## config.mk

```make
export PLATFORM = sky130hd
export DESIGN_NAME = cim_col_reader
export DESIGN_NICKNAME = d
export VERILOG_FILES = /design/src/rtl/cim_pkg.sv /design/src/rtl/cim_prio_enc.sv /design/src/rtl/cim_col_reader.sv
export SDC_FILE = /design/constraint.sdc
export NUM_CORES = 1
export LEC_CHECK = 0
export CAP_MARGIN = 20
export CORE_MARGIN = 5
export CORE_UTILIZATION = 50
export CTS_BUF_LIST = sky130_fd_sc_hd__clkbuf_2
export CTS_CLUSTER_DIAMETER = 30
export CTS_CLUSTER_SIZE = 14
export DETAILED_ROUTE_END_ITERATION = 8
export PLACE_DENSITY_LB_ADDON = 0.15
export SYNTH_ARGS = -nofsm -noshare
export SYNTH_HDL_FRONTEND = slang
export SYNTH_SLANG_ARGS = --single-unit
```

## constraint.sdc

```tcl
create_clock -name clk -period 3.9 [get_ports clk]
set_input_delay 0.39 -clock clk [delete_from_list [all_inputs] [get_ports clk]]
set_output_delay 0.39 -clock clk [all_outputs]
set_load 0.01 [all_outputs]
```

## src/rtl/cim_pkg.sv

```systemverilog
// Shared definitions for the CIM macro column-side blocks.
//   - default array geometry (columns, rows, row address width)
//   - operation mode encoding as presented on the mode input
//   - column reader FSM state type
package cim_pkg;

  localparam int N_COL_DEF = 4;
  localparam int N_ROW_DEF = 4;
  localparam int AW_DEF    = 2;

  localparam logic [1:0] MODE_READ = 2'b00;
  localparam logic [1:0] MODE_CAM  = 2'b01;
  localparam logic [1:0] MODE_MAC  = 2'b10;
  localparam logic [1:0] MODE_RSVD = 2'b11;

  typedef enum logic [1:0] {
    ST_IDLE   = 2'd0,
    ST_SETTLE = 2'd1,
    ST_SAMPLE = 2'd2,
    ST_DONE   = 2'd3
  } state_t;

endpackage

```

## src/rtl/cim_prio_enc.sv

```systemverilog
// Lowest-index priority encoder with any-hit flag.
// Ports:
//   i_req  [N-1:0]   request / match vector
//   o_any            at least one request bit set
//   o_idx  [AW-1:0]  index of lowest set bit, 0 when none set
module cim_prio_enc #(
  parameter int N  = 4,
  parameter int AW = 2
) (
  input  logic [N-1:0]  i_req,
  output logic          o_any,
  output logic [AW-1:0] o_idx
);

  // Scan high to low so the lowest set index is the last one written.
  always_comb begin
    o_any = |i_req;
    o_idx = '0;
    for (int i = N - 1; i >= 0; i--) begin
      if (i_req[i]) o_idx = AW'(i);
    end
  end

endmodule

```

## src/rtl/cim_col_reader.sv

```systemverilog
// Column-side readout sequencer for the 4x4 CIM macro.
// Per operation: raise the WL strobe, wait SETTLE_CYC cycles for bitlines /
// match lines to settle, sample once, then present the result on a
// valid/ready handshake. MAC repeats settle+sample mac_len+1 times and
// accumulates a saturating popcount.
// Optional feature macro: CIM_COL_MULTI_HIT_EN (builds the multi_hit flag;
// otherwise multi_hit is tied 0).
// Ports:
//   clk, rst            clock, synchronous active-high reset
//   cs                  chip select, low aborts any operation
//   start, mode         request (sampled in IDLE) and mode 00/01/10
//   read_bar, mac_len   MAC source select and step count - 1
//   sa_bl, sa_blb, ml   sense-amp and match-line inputs
//   busy, wl_fire       status / WL strobe enable
//   out_valid/out_ready result handshake
//   rd_data, sa_err     READ result
//   hit, hit_addr       CAM result
//   multi_hit           CAM multiple-match flag
//   mac_acc             MAC accumulated popcount
module cim_col_reader
  import cim_pkg::*;
#(
  parameter int N_COL      = N_COL_DEF,
  parameter int N_ROW      = N_ROW_DEF,
  parameter int AW         = AW_DEF,
  parameter int ACC_W      = 6,
  parameter int SETTLE_CYC = 1
) (
  input  logic             clk,
  input  logic             rst,
  input  logic             cs,
  input  logic             start,
  input  logic [1:0]       mode,
  input  logic             read_bar,
  input  logic [2:0]       mac_len,
  input  logic [N_COL-1:0] sa_bl,
  input  logic [N_COL-1:0] sa_blb,
  input  logic [N_ROW-1:0] ml,
  output logic             busy,
  output logic             wl_fire,
  output logic             out_valid,
  input  logic             out_ready,
  output logic [N_COL-1:0] rd_data,
  output logic             sa_err,
  output logic             hit,
  output logic [AW-1:0]    hit_addr,
  output logic             multi_hit,
  output logic [ACC_W-1:0] mac_acc
);

  localparam int CW = (SETTLE_CYC > 1) ? $clog2(SETTLE_CYC) : 1;
  localparam int PW = $clog2(N_COL + 1);
  localparam logic [ACC_W:0] ACC_MAX = {1'b0, {ACC_W{1'b1}}};

  state_t           r_state, w_nxt;
  logic [CW-1:0]    r_cnt;
  logic [2:0]       r_step, r_len;
  logic [1:0]       r_mode;
  logic             r_rdbar;
  logic [N_COL-1:0] r_rd;
  logic             r_err, r_hit;
  logic [AW-1:0]    r_addr;
  logic [ACC_W-1:0] r_acc;

  logic             w_start_ok, w_settled, w_last_step;
  logic             w_pe_any;
  logic [AW-1:0]    w_pe_idx;
  logic [N_COL-1:0] w_mac_src;
  logic [PW-1:0]    w_pop;
  logic [ACC_W:0]   w_sum;

  assign w_start_ok  = start & cs & (mode != MODE_RSVD);
  assign w_settled   = (r_cnt == CW'(SETTLE_CYC - 1));
  assign w_last_step = (r_mode != MODE_MAC) || (r_step == r_len);

  cim_prio_enc #(.N(N_ROW), .AW(AW)) u_prio (
    .i_req (ml),
    .o_any (w_pe_any),
    .o_idx (w_pe_idx)
  );

  // Popcount of the selected bitline side; one extra accumulator bit
  // exposes overflow for saturation.
  always_comb begin
    w_mac_src = r_rdbar ? sa_blb : sa_bl;
    w_pop     = '0;
    for (int i = 0; i < N_COL; i++) w_pop = w_pop + PW'(w_mac_src[i]);
    w_sum = {1'b0, r_acc} + (ACC_W + 1)'(w_pop);
  end

  always_ff @(posedge clk) begin
    if (rst) r_state <= ST_IDLE;
    else     r_state <= w_nxt;
  end

  always_comb begin
    w_nxt = r_state;
    case (r_state)
      ST_IDLE:   if (w_start_ok) w_nxt = ST_SETTLE;
      ST_SETTLE: if (w_settled) w_nxt = ST_SAMPLE;
      // MAC steps loop straight back to SETTLE so wl_fire never drops.
      ST_SAMPLE: w_nxt = w_last_step ? ST_DONE : ST_SETTLE;
      ST_DONE:   if (out_ready) w_nxt = ST_IDLE;
      default:   w_nxt = ST_IDLE;
    endcase
    if (!cs && r_state != ST_IDLE) w_nxt = ST_IDLE;
  end

  always_ff @(posedge clk) begin
    if (rst) begin
      r_cnt   <= '0;
      r_step  <= '0;
      r_len   <= '0;
      r_mode  <= MODE_READ;
      r_rdbar <= 1'b0;
      r_rd    <= '0;
      r_err   <= 1'b0;
      r_hit   <= 1'b0;
      r_addr  <= '0;
      r_acc   <= '0;
    end else begin
      case (r_state)
        ST_IDLE: begin
          if (w_start_ok) begin
            r_mode  <= mode;
            r_rdbar <= read_bar;
            r_len   <= mac_len;
            r_cnt   <= '0;
            r_step  <= '0;
            if (mode == MODE_MAC) r_acc <= '0;
          end
        end
        ST_SETTLE: r_cnt <= r_cnt + CW'(1);
        ST_SAMPLE: begin
          // An abort on the sampling edge discards the sample.
          if (cs) begin
            r_cnt <= '0;
            case (r_mode)
              MODE_READ: begin
                r_rd  <= sa_bl;
                r_err <= |(~(sa_bl ^ sa_blb));
              end
              MODE_CAM: begin
                r_hit  <= w_pe_any;
                r_addr <= w_pe_idx;
              end
              MODE_MAC: begin
                r_acc  <= (w_sum > ACC_MAX) ? ACC_MAX[ACC_W-1:0] : w_sum[ACC_W-1:0];
                r_step <= r_step + 3'd1;
              end
              default: ;
            endcase
          end
        end
        default: ;
      endcase
    end
  end

`ifdef CIM_COL_MULTI_HIT_EN
  localparam int MW = $clog2(N_ROW + 1);
  logic [MW-1:0] w_ml_pop;
  logic          r_multi;

  always_comb begin
    w_ml_pop = '0;
    for (int i = 0; i < N_ROW; i++) w_ml_pop = w_ml_pop + MW'(ml[i]);
  end

  always_ff @(posedge clk) begin
    if (rst) r_multi <= 1'b0;
    else if (r_state == ST_SAMPLE && cs && r_mode == MODE_CAM)
      r_multi <= (w_ml_pop >= MW'(2));
  end

  assign multi_hit = r_multi;
`else
  assign multi_hit = 1'b0;
`endif

  assign busy      = (r_state != ST_IDLE);
  assign wl_fire   = (r_state == ST_SETTLE) || (r_state == ST_SAMPLE);
  assign out_valid = (r_state == ST_DONE);
  assign rd_data   = r_rd;
  assign sa_err    = r_err;
  assign hit       = r_hit;
  assign hit_addr  = r_addr;
  assign mac_acc   = r_acc;

endmodule

```

# ---- Word-level counts from Yosys, hierarchy flattened
# Index checks and enable logic that the tools add are counted.
# W data, S select, Z words.
dict set report totals {
  ff_bits 26
  input_bits 23
  out_inout_bits 18
  wordCells 79
}
dict set report op_classes {
  n_addsub 6
  magnitude_cmp 1
  n_eq_ne 15
  n_mux 23
  bitwise_logic 4
  n_reduce_logical 19
}
# cell count
set op_table {}
lappend op_table {{$mux W6} 5}
lappend op_table {{$mux W2} 8}
lappend op_table {{$ne A2 B2 Y1 const B} 6}
lappend op_table {{$pmux W6 S2} 1}
lappend op_table {{$reduce_and A3 Y1} 4}
lappend op_table {{$mux W3} 3}
lappend op_table {{$eq A2 B2 Y1 const B} 4}
lappend op_table {{$pmux W2 S4} 1}
lappend op_table {{$reduce_or A4 Y1} 2}
lappend op_table {{$add A6 B3 Y7} 1}
lappend op_table {{$gt A7 B6 Y1 const B} 1}
lappend op_table {{$pmux W3 S2} 1}
lappend op_table {{$reduce_and A5 Y1} 1}
lappend op_table {{$eq A2 B1 Y1 const B} 2}
lappend op_table {{$logic_not A2 Y1} 2}
lappend op_table {{$mux W4} 1}
lappend op_table {{$ne A2 B1 Y1 const B} 2}
lappend op_table {{$not A4 Y4} 1}
lappend op_table {{$reduce_and A4 Y1} 1}
lappend op_table {{$reduce_bool A2 Y1} 2}
lappend op_table {{$xor A4 B4 Y4} 1}
lappend op_table {{$add A2 B1 Y3} 1}
lappend op_table {{$add A3 B1 Y3} 1}
lappend op_table {{$add A3 B1 Y3 const B} 1}
lappend op_table {{12 further kinds} 15}

# ---- Longest topological paths before layout
# Gate-level depths: netlist of the first run.
dict set report depth {
  ltp_word 10
  depth_mapped 8
  ltp_nobuf 8
}

# ---- Modules after synthesis
# Synthesis of the first run repeated with hierarchy kept, for this count alone.
dict set report unflattened {
  cells_unflattened 168
  area_unflattened_um2 1544.0
}
# module n_inst cells_each area_each_um2 seq_area_each_um2
set by_module_without_submodules {}
lappend by_module_without_submodules {cim_col_reader 1 161 1508.9 520.5}
lappend by_module_without_submodules {cim_prio_enc 1 7 35.0 0.0}

# ---- Worst setup path before layout of the first run
# OpenSTA, ideal clock, no wires.
dict set report synth_timing {
  kind {reg2reg}
  from {register r_rdbar}
  to {register r_acc[5] (netlist: mac_acc[5])}
  setup_time_ns 0.133
  t_arrival_ns 2.547
  required_ns 3.767
  slack_ns 1.219
  stages_incl_launch_ff 7
  path_buffers 0
  synth_period_minus_slack_ns 2.681
  cell_sequence {dfxtp_1 > mux2_2 > fa_1 > fa_1 > fa_1 > nor4b_1 > o32ai_1}
}
dict set report synth_between {
  elab_chain_cells 10
}
# item line_no
set synth_rtl {}
lappend synth_rtl {{from (decl)} cim_col_reader.sv:59} ;# logic r_rdbar;
lappend synth_rtl {{from (signal assigned)} cim_col_reader.sv:126} ;# r_rdbar <= read_bar;
lappend synth_rtl {{$mux W4 *} cim_col_reader.sv:85} ;# w_mac_src = r_rdbar ? sa_blb : sa_bl;
lappend synth_rtl {{$add A1 B1 Y2} cim_col_reader.sv:87} ;# for (int i = 0; i < N_COL; i++) w_pop = w_pop + PW'(w_mac_src[i]);
lappend synth_rtl {{$add A2 B1 Y3} cim_col_reader.sv:87}
lappend synth_rtl {{$add A3 B1 Y3 *} cim_col_reader.sv:87}
lappend synth_rtl {{$add A6 B3 Y7 *} cim_col_reader.sv:88} ;# w_sum = {1'b0, r_acc} + (ACC_W + 1)'(w_pop);
lappend synth_rtl {{$gt A7 B6 Y1} cim_col_reader.sv:148} ;# r_acc <= (w_sum > ACC_MAX) ? ACC_MAX[ACC_W-1:0] : w_sum[ACC_W-1:0];
lappend synth_rtl {{$mux W6 *} cim_col_reader.sv:148}
lappend synth_rtl {{$mux W6 *} cim_col_reader.sv:138} ;# case (r_mode)
lappend synth_rtl {{$mux W6 *} cim_col_reader.sv:136} ;# if (cs) begin
lappend synth_rtl {{$pmux W6 S2 *} cim_col_reader.sv:122} ;# case (r_state)
lappend synth_rtl {{to (signal assigned)} cim_col_reader.sv:148}
lappend synth_rtl {{to (decl)} cim_col_reader.sv:63} ;# logic [ACC_W-1:0] r_acc;
# Mark *: on every way between the ends. The rest lies on a longest branch, timed or not. The select of a mux whose other input is x is not followed.
# A chain may end at the register's enable or synchronous reset.

# ---- Worst setup path in the final report of the first run
dict set report layout_timing {
  from {register r_rdbar}
  to {register r_acc[4] (netlist: mac_acc[4])}
}
# The elaborated chain is that of the path after synthesis.

==> metrics.cfg, run 1 <==
[run_status]
status=finished clean

[synth]
syn_inst=169
ys_seq_elements=26
synth-async-reset-ratio_pct=0
synth_seq_area_share_pct=34.0
synth_nets=201
yosysUniqueCellTypes=44
syn_area_um2=1530
synth_ff_type=dfxtp_1
synth_area_leader_cell=dfxtp_1
yosys-top-cells-area=dfxtp_1 34%, mux2i_1 6.5%, nor2_1 5.2%
synth_most_common_cell=dfxtp_1
syn_area_per_cell_um2=9.05
yosysTopAreaCellShare_pct=34.0
synth_edf_count=0
yosys_warnings=0
synth_common_cells=26 x dfxtp_1, 21 x nor2_1, 13 x a21oi_1

[floorplanning]
die-area_um2=4270
placementRows=20
core_region_area_um2=3000
pin_count=41
start_util_pct=51.0
chipWidth_um=65.3
die_h_um=65.3

[critical_path]
cp.required_ns=4.19
startpoint_type=flop
slowest_delay_ns=0.49
cp_max_fo=7
critPathSlowestCell=dfxtp_1
critPathArrivalTime_ns=3.18
critical_path.top_delay_family=adder cells
critPathKind=reg2reg
r2r_end=mac_acc[4]$_SDFFE_PP0P_
worstReg2RegStart=r_rdbar$_SDFFE_PP0P_
crit_chain=mux2_2 > fa_1 > fa_1 > fa_1 > nand4_1 > o21ai_0 > a211oi_1
crit_top_cell=fa_1
path_buf_inv=0
worst-r2r-setup-slack_ns=1.01
r2r_cells=7
worst_setup_path_end_kind=flop

[drt]
wl_met1_um=1460
drc_errors=0
top_layer=met4
dr_wl_met3_um=126
drt_wl_total_um=3440
dr_total_vias=1391
drtAntennaViolNets=0
vias_per_cell=5.84
drt_first_pass_iters=4
routedWlPerCell_um=14.4
routed-wl-met2_um=1790
drt_iter0_markers=91

[grt]
track_usage_pct=17.2
gr-total-overflow=0
grt_pass1_vias=1386
grt_max_degree=18
antenna_found_initial=0
grt_pass1_wl_um=5910

[clocking]
clock-sinks=26
cts_buffers=3
cts_setup_buffers=0
cts_hold_buf=0
htreeDepth=1
clkLatencyLatePin_ns=0.36
cts_tree=yes
cts_buffer_depth=2
clockRootBuffer=clkbuf_2
clkTransAtPathRegs_ns=0.25
cts_resized=0

[layout]
finalNetCount=238
layout-drive-gt1-share_pct=8.78
fillers=268
post-route-util_pct=64.8
area_growth_syn_to_layout_pct=27.1
diodes=0

[worst_hold_path]
holdPathStages=2
min_to=hit_addr[0]$_SDFFE_PP0P_
holdCritPathClass=reg2reg
hold_start=hit_addr[0]$_SDFFE_PP0P_

[placed_design]
dp_hpwl_um=2710
detailedPlace.worstSlack_ns=0.679
routabilityCongestion=0.830
port_buffers=39

[timing]
finalSetupViolCount=0
finalHoldViolations=0
worst_pin_slew_ns=0.958
max_freq_mhz=346
period_share_pct=74.0
rsz0062_at_grt=false
post-route-min-period_ns=2.89
fin_setup_tns_ns=0
final_max_slew_viol_count=0
slew_headroom_pct=36.2
worst_slack_ns=1.01
finalClockSkew_ns=0.0224

[power_and_ir_drop]
max-vdd-ir-drop_mv=0.203
powerDensity_nw_per_um2=393
leakage_nw=0.706

[flow_run]
cap_viol_max_count=0

==> routing by layer <==
metal,vias up,GRT usage [%]
met5,-,0
met4,0,4.92
met3,8,2.56
met2,38,32.7
met1,662,19.5
li1,683,-
==> how the worst max path moves through the flow <==
stage | startpoint | endpoint | slack (ns) | cells past startpoint
after floorplan | r_rdbar$_SDFFE_PP0P_ | mac_acc[5]$_SDFFE_PP0P_ | 1.22 | 6
after global routing | r_rdbar$_SDFFE_PP0P_ | mac_acc[5]$_SDFFE_PP0P_ | 0.85 | 6
after detailed placement | sa_bl[0] | mac_acc[5]$_SDFFE_PP0P_ | 0.68 | 7
after global placement | sa_bl[0] | mac_acc[5]$_SDFFE_PP0P_ | 0.74 | 7
final | r_rdbar$_SDFFE_PP0P_ | mac_acc[4]$_SDFFE_PP0P_ | 1.01 | 7
after CTS | r_rdbar$_SDFFE_PP0P_ | mac_acc[4]$_SDFFE_PP0P_ | 1.0 | 7
==> worst register-to-register path, stage by stage (launching register included) <==
cell      delay, ns
dfxtp_1        0.49
mux2_2         0.38
fa_1           0.48
fa_1           0.47
fa_1           0.48
nand4_1        0.14
o21ai_0        0.09
a211oi_1       0.29
==> area by class of cell <==
class                   count  area (um^2)  share of cell area (%)
clock buffers               3         15.0                   0.772
clock inverters             1         3.75                   0.193
inverters                   9         33.8                    1.74
multi-input cells         126          933                    48.0
flip-flops and latches     26          520                    26.8
well taps                  33         41.3                    2.12
repair buffers             40          398                    20.5
==> report_power, final <==
group | internal [W] | leakage [nW] | switching [W] | total [W]
combinational | 0.000159 | 0.481 | 0.000181 | 0.000340
clock | 0.0000223 | 0.0140 | 0.0000802 | 0.000102
sequential | 0.000292 | 0.210 | 0.0000305 | 0.000322
==> logic make-up after synthesis <==
kind of cell	count (synthesis)	share of synthesized area, %
buf+inv	17	4.99
fa+ha+maj	9	8.83
other cells	1	0.245
xor+xnor	7	4.01
simple gates	54	19.2
mux	14	9.48
flops	26	34.0
compound gates	41	19.2
==> registers in the layout (all words and copies together) (netlist names) <==
register and flops:
r_len 3, hit 1, r_step 3, mac_acc 6, rd_data 4, r_state 2
r_mode 2, hit_addr 2, sa_err 1, r_cnt 1, r_rdbar 1
==> stage by stage <==
stage / cell area, um^2 / power (W) / hold WS [ns] / std cells
CTS: 1950 / 0.000768 / 0.469 / 238
detailed placement: 1930 / 0.000667 / 0.444 / 234
finish: 1950 / 0.000765 / 0.463 / 238
global route: 1950 / 0.000820 / 0.495 / 238
floorplan: 1530 / 0.000557 / 0.469 / 169
global placement: 1930 / 0.000656 / 0.441 / 234
==> placed cells by master (no fill, tap or decap), types with 5 or more instances in the layout <==
cell	synthesis	final
nand2_1	6	6
a21oi_1	13	13
ha_1	6	6
clkdlybuf4s50_1	0	39
nand3_1	6	6
nor2_1	21	21
a31oi_1	5	5
inv_1	9	9
dfxtp_1	26	26
mux2i_1	10	10
Note: power is estimated with default switching activity, not from simulation.
==> run 2: changes to the inputs <==
- clock period: 3.9 -> 2.8 ns (I/O delays scaled with it)
==> metrics.cfg, run 2 (same netlist as run 1, synthesis figures left out) <==
[timing]
worst_slack_ns=0.134  ; -0.879 ns
rsz0062_at_grt=false
finalHoldViolations=0  ; unchanged
final_max_slew_viol_count=0  ; unchanged
fin_setup_tns_ns=0  ; unchanged
max_freq_mhz=375  ; +8.3%
finalClockSkew_ns=0.00277  ; -0.0197 ns
post-route-min-period_ns=2.67  ; -0.221 ns
worst_pin_slew_ns=0.538  ; -0.420 ns
hold_ws_ns=0.464  ; +0.00106 ns
finalSetupViolCount=0  ; unchanged
period_share_pct=95.2  ; +21 points
slew_headroom_pct=64.1  ; +28 points

[clocking]
cts_tree=yes
cts_buffer_depth=2  ; unchanged
clockRootBuffer=clkbuf_2
cts_buffers=3  ; unchanged
clkLatencyLatePin_ns=0.35  ; about the same
clkTransAtPathRegs_ns=0.23  ; -0.02 ns
cts_setup_buffers=0  ; unchanged
htreeDepth=1  ; unchanged
clock-sinks=26  ; unchanged

[power_and_ir_drop]
max-vdd-ir-drop_mv=0.319  ; +57%
powerDensity_nw_per_um2=544  ; +38%
leakage_nw=0.730  ; +3.5%
power.total_w=0.00109  ; +42%

[grt]
grt_max_degree=18  ; unchanged
gr-total-overflow=0  ; unchanged
track_usage_pct=19.2  ; +2.0 points
antenna_found_initial=0  ; unchanged
grt_pass1_vias=1455  ; +5.0%
grt_pass1_wl_um=6550  ; +11%

[drt]
routedWlPerCell_um=15.6  ; +8.1%
vias_per_cell=5.80  ; -0.72%
drc_errors=0  ; unchanged
drt_iter0_markers=51  ; -44%
drt_wl_total_um=3790  ; +10%
drt_first_pass_iters=4  ; unchanged
drtAntennaViolNets=0  ; unchanged
dr_total_vias=1410  ; +1.4%

[critical_path]
critPathKind=reg2reg
startpoint_type=flop
worst-r2r-setup-slack_ns=0.13  ; -0.88 ns
cp.required_ns=3.10  ; -1.09 ns
critPathArrivalTime_ns=2.96  ; -0.22 ns
worst_setup_path_end_kind=flop
cp_max_fo=7  ; unchanged

[floorplanning]
die_h_um=65.3  ; unchanged
start_util_pct=51.0  ; unchanged
pin_count=41  ; unchanged
core_region_area_um2=3000  ; unchanged
placementRows=20  ; unchanged
chipWidth_um=65.3  ; unchanged
die-area_um2=4270  ; unchanged

[layout]
post-route-util_pct=66.7  ; +1.9 points
layout_common_cells=39 x clkdlybuf4s50_1, 25 x dfxtp_1, 21 x nor2_1
largest_register_ffs=6  ; unchanged
fillers=257  ; -4.1%
final_common_cell=clkdlybuf4s50_1
diodes=0  ; unchanged
layout-drive-gt1-share_pct=13.3  ; +4.6 points
finalNetCount=243  ; +2.1%
area_growth_syn_to_layout_pct=30.9

[placed_design]
routabilityCongestion=0.841  ; +1.3%
port_buffers=39  ; unchanged
detailedPlace.worstSlack_ns=-0.277  ; -0.956 ns
dp_hpwl_um=2930  ; +8.0%

[worst_hold_path]
holdCritPathClass=reg2reg

[flow_run]
cap_viol_max_count=0  ; unchanged

[run_status]
status=finished clean

run 2: final timing paths:
path / startpoint / endpoint / cells past startpoint
max: r_rdbar$_SDFFE_PP0P_ / mac_acc[4]$_SDFFE_PP0P_ / 7
min: hit_addr[0]$_SDFFE_PP0P_ / hit_addr[0]$_SDFFE_PP0P_ / 2
max reg2reg: r_rdbar$_SDFFE_PP0P_ / mac_acc[4]$_SDFFE_PP0P_ / 7
min reg2reg: hit_addr[0]$_SDFFE_PP0P_ / hit_addr[0]$_SDFFE_PP0P_ / 2
run 2: area by class of cell:
cell class / instances / area (um^2) / share of cell area [%]
clock buffers: 3 / 15.0 / 0.750
clock inverters: 1 / 3.75 / 0.187
inverters: 9 / 33.8 / 1.69
multi-input cells: 126 / 950 / 47.4
flip-flops and latches: 26 / 524 / 26.2
well taps: 33 / 41.3 / 2.06
repair buffers: 45 / 435 / 21.7
run 2: per-layer routing:
layer	share of wire (%)	track usage, %	up-vias	wire length, um
met3	2.7	4.10	8	103
met1	43	22.5	682	1620
li1	-	-	689	-
met4	2.0	6.74	0	74
met5	0	0	-	0
met2	53	34.4	31	2000
run 2: worst max-delay path, stage by stage, from the launching register on:
cell	delay [ns]
dfxtp_4	0.43
mux2_2	0.35
fa_1	0.49
fa_2	0.43
fa_2	0.43
nand4_1	0.12
o21ai_0	0.12
a211oi_2	0.24
run 2: report_power, final:
part,switching (W),internal (W),total (W)
Combinational,0.000264,0.000235,0.000499
Sequential,0.0000430,0.000406,0.000449
Clock,0.000111,0.0000310,0.000142
Total,0.000417,0.000672,0.00109
run 2: what timing repair did:
| action | in CTS | in global routing |
|---|---|---|
| hold endpoints to repair | 0 | 0 |
| hold buffers | 0 | 0 |
| pin swaps | 0 | 2 |
| gates resized for setup | 2 | 4 |
| setup endpoints to repair | 5 | 5 |
run 2: through the flow:
step	area, um^2	std cells
after detailed placement	1960	239
after floorplan	1530	169
after global routing	2000	243
after CTS	1990	243
after global placement	1960	239
final	2000	243
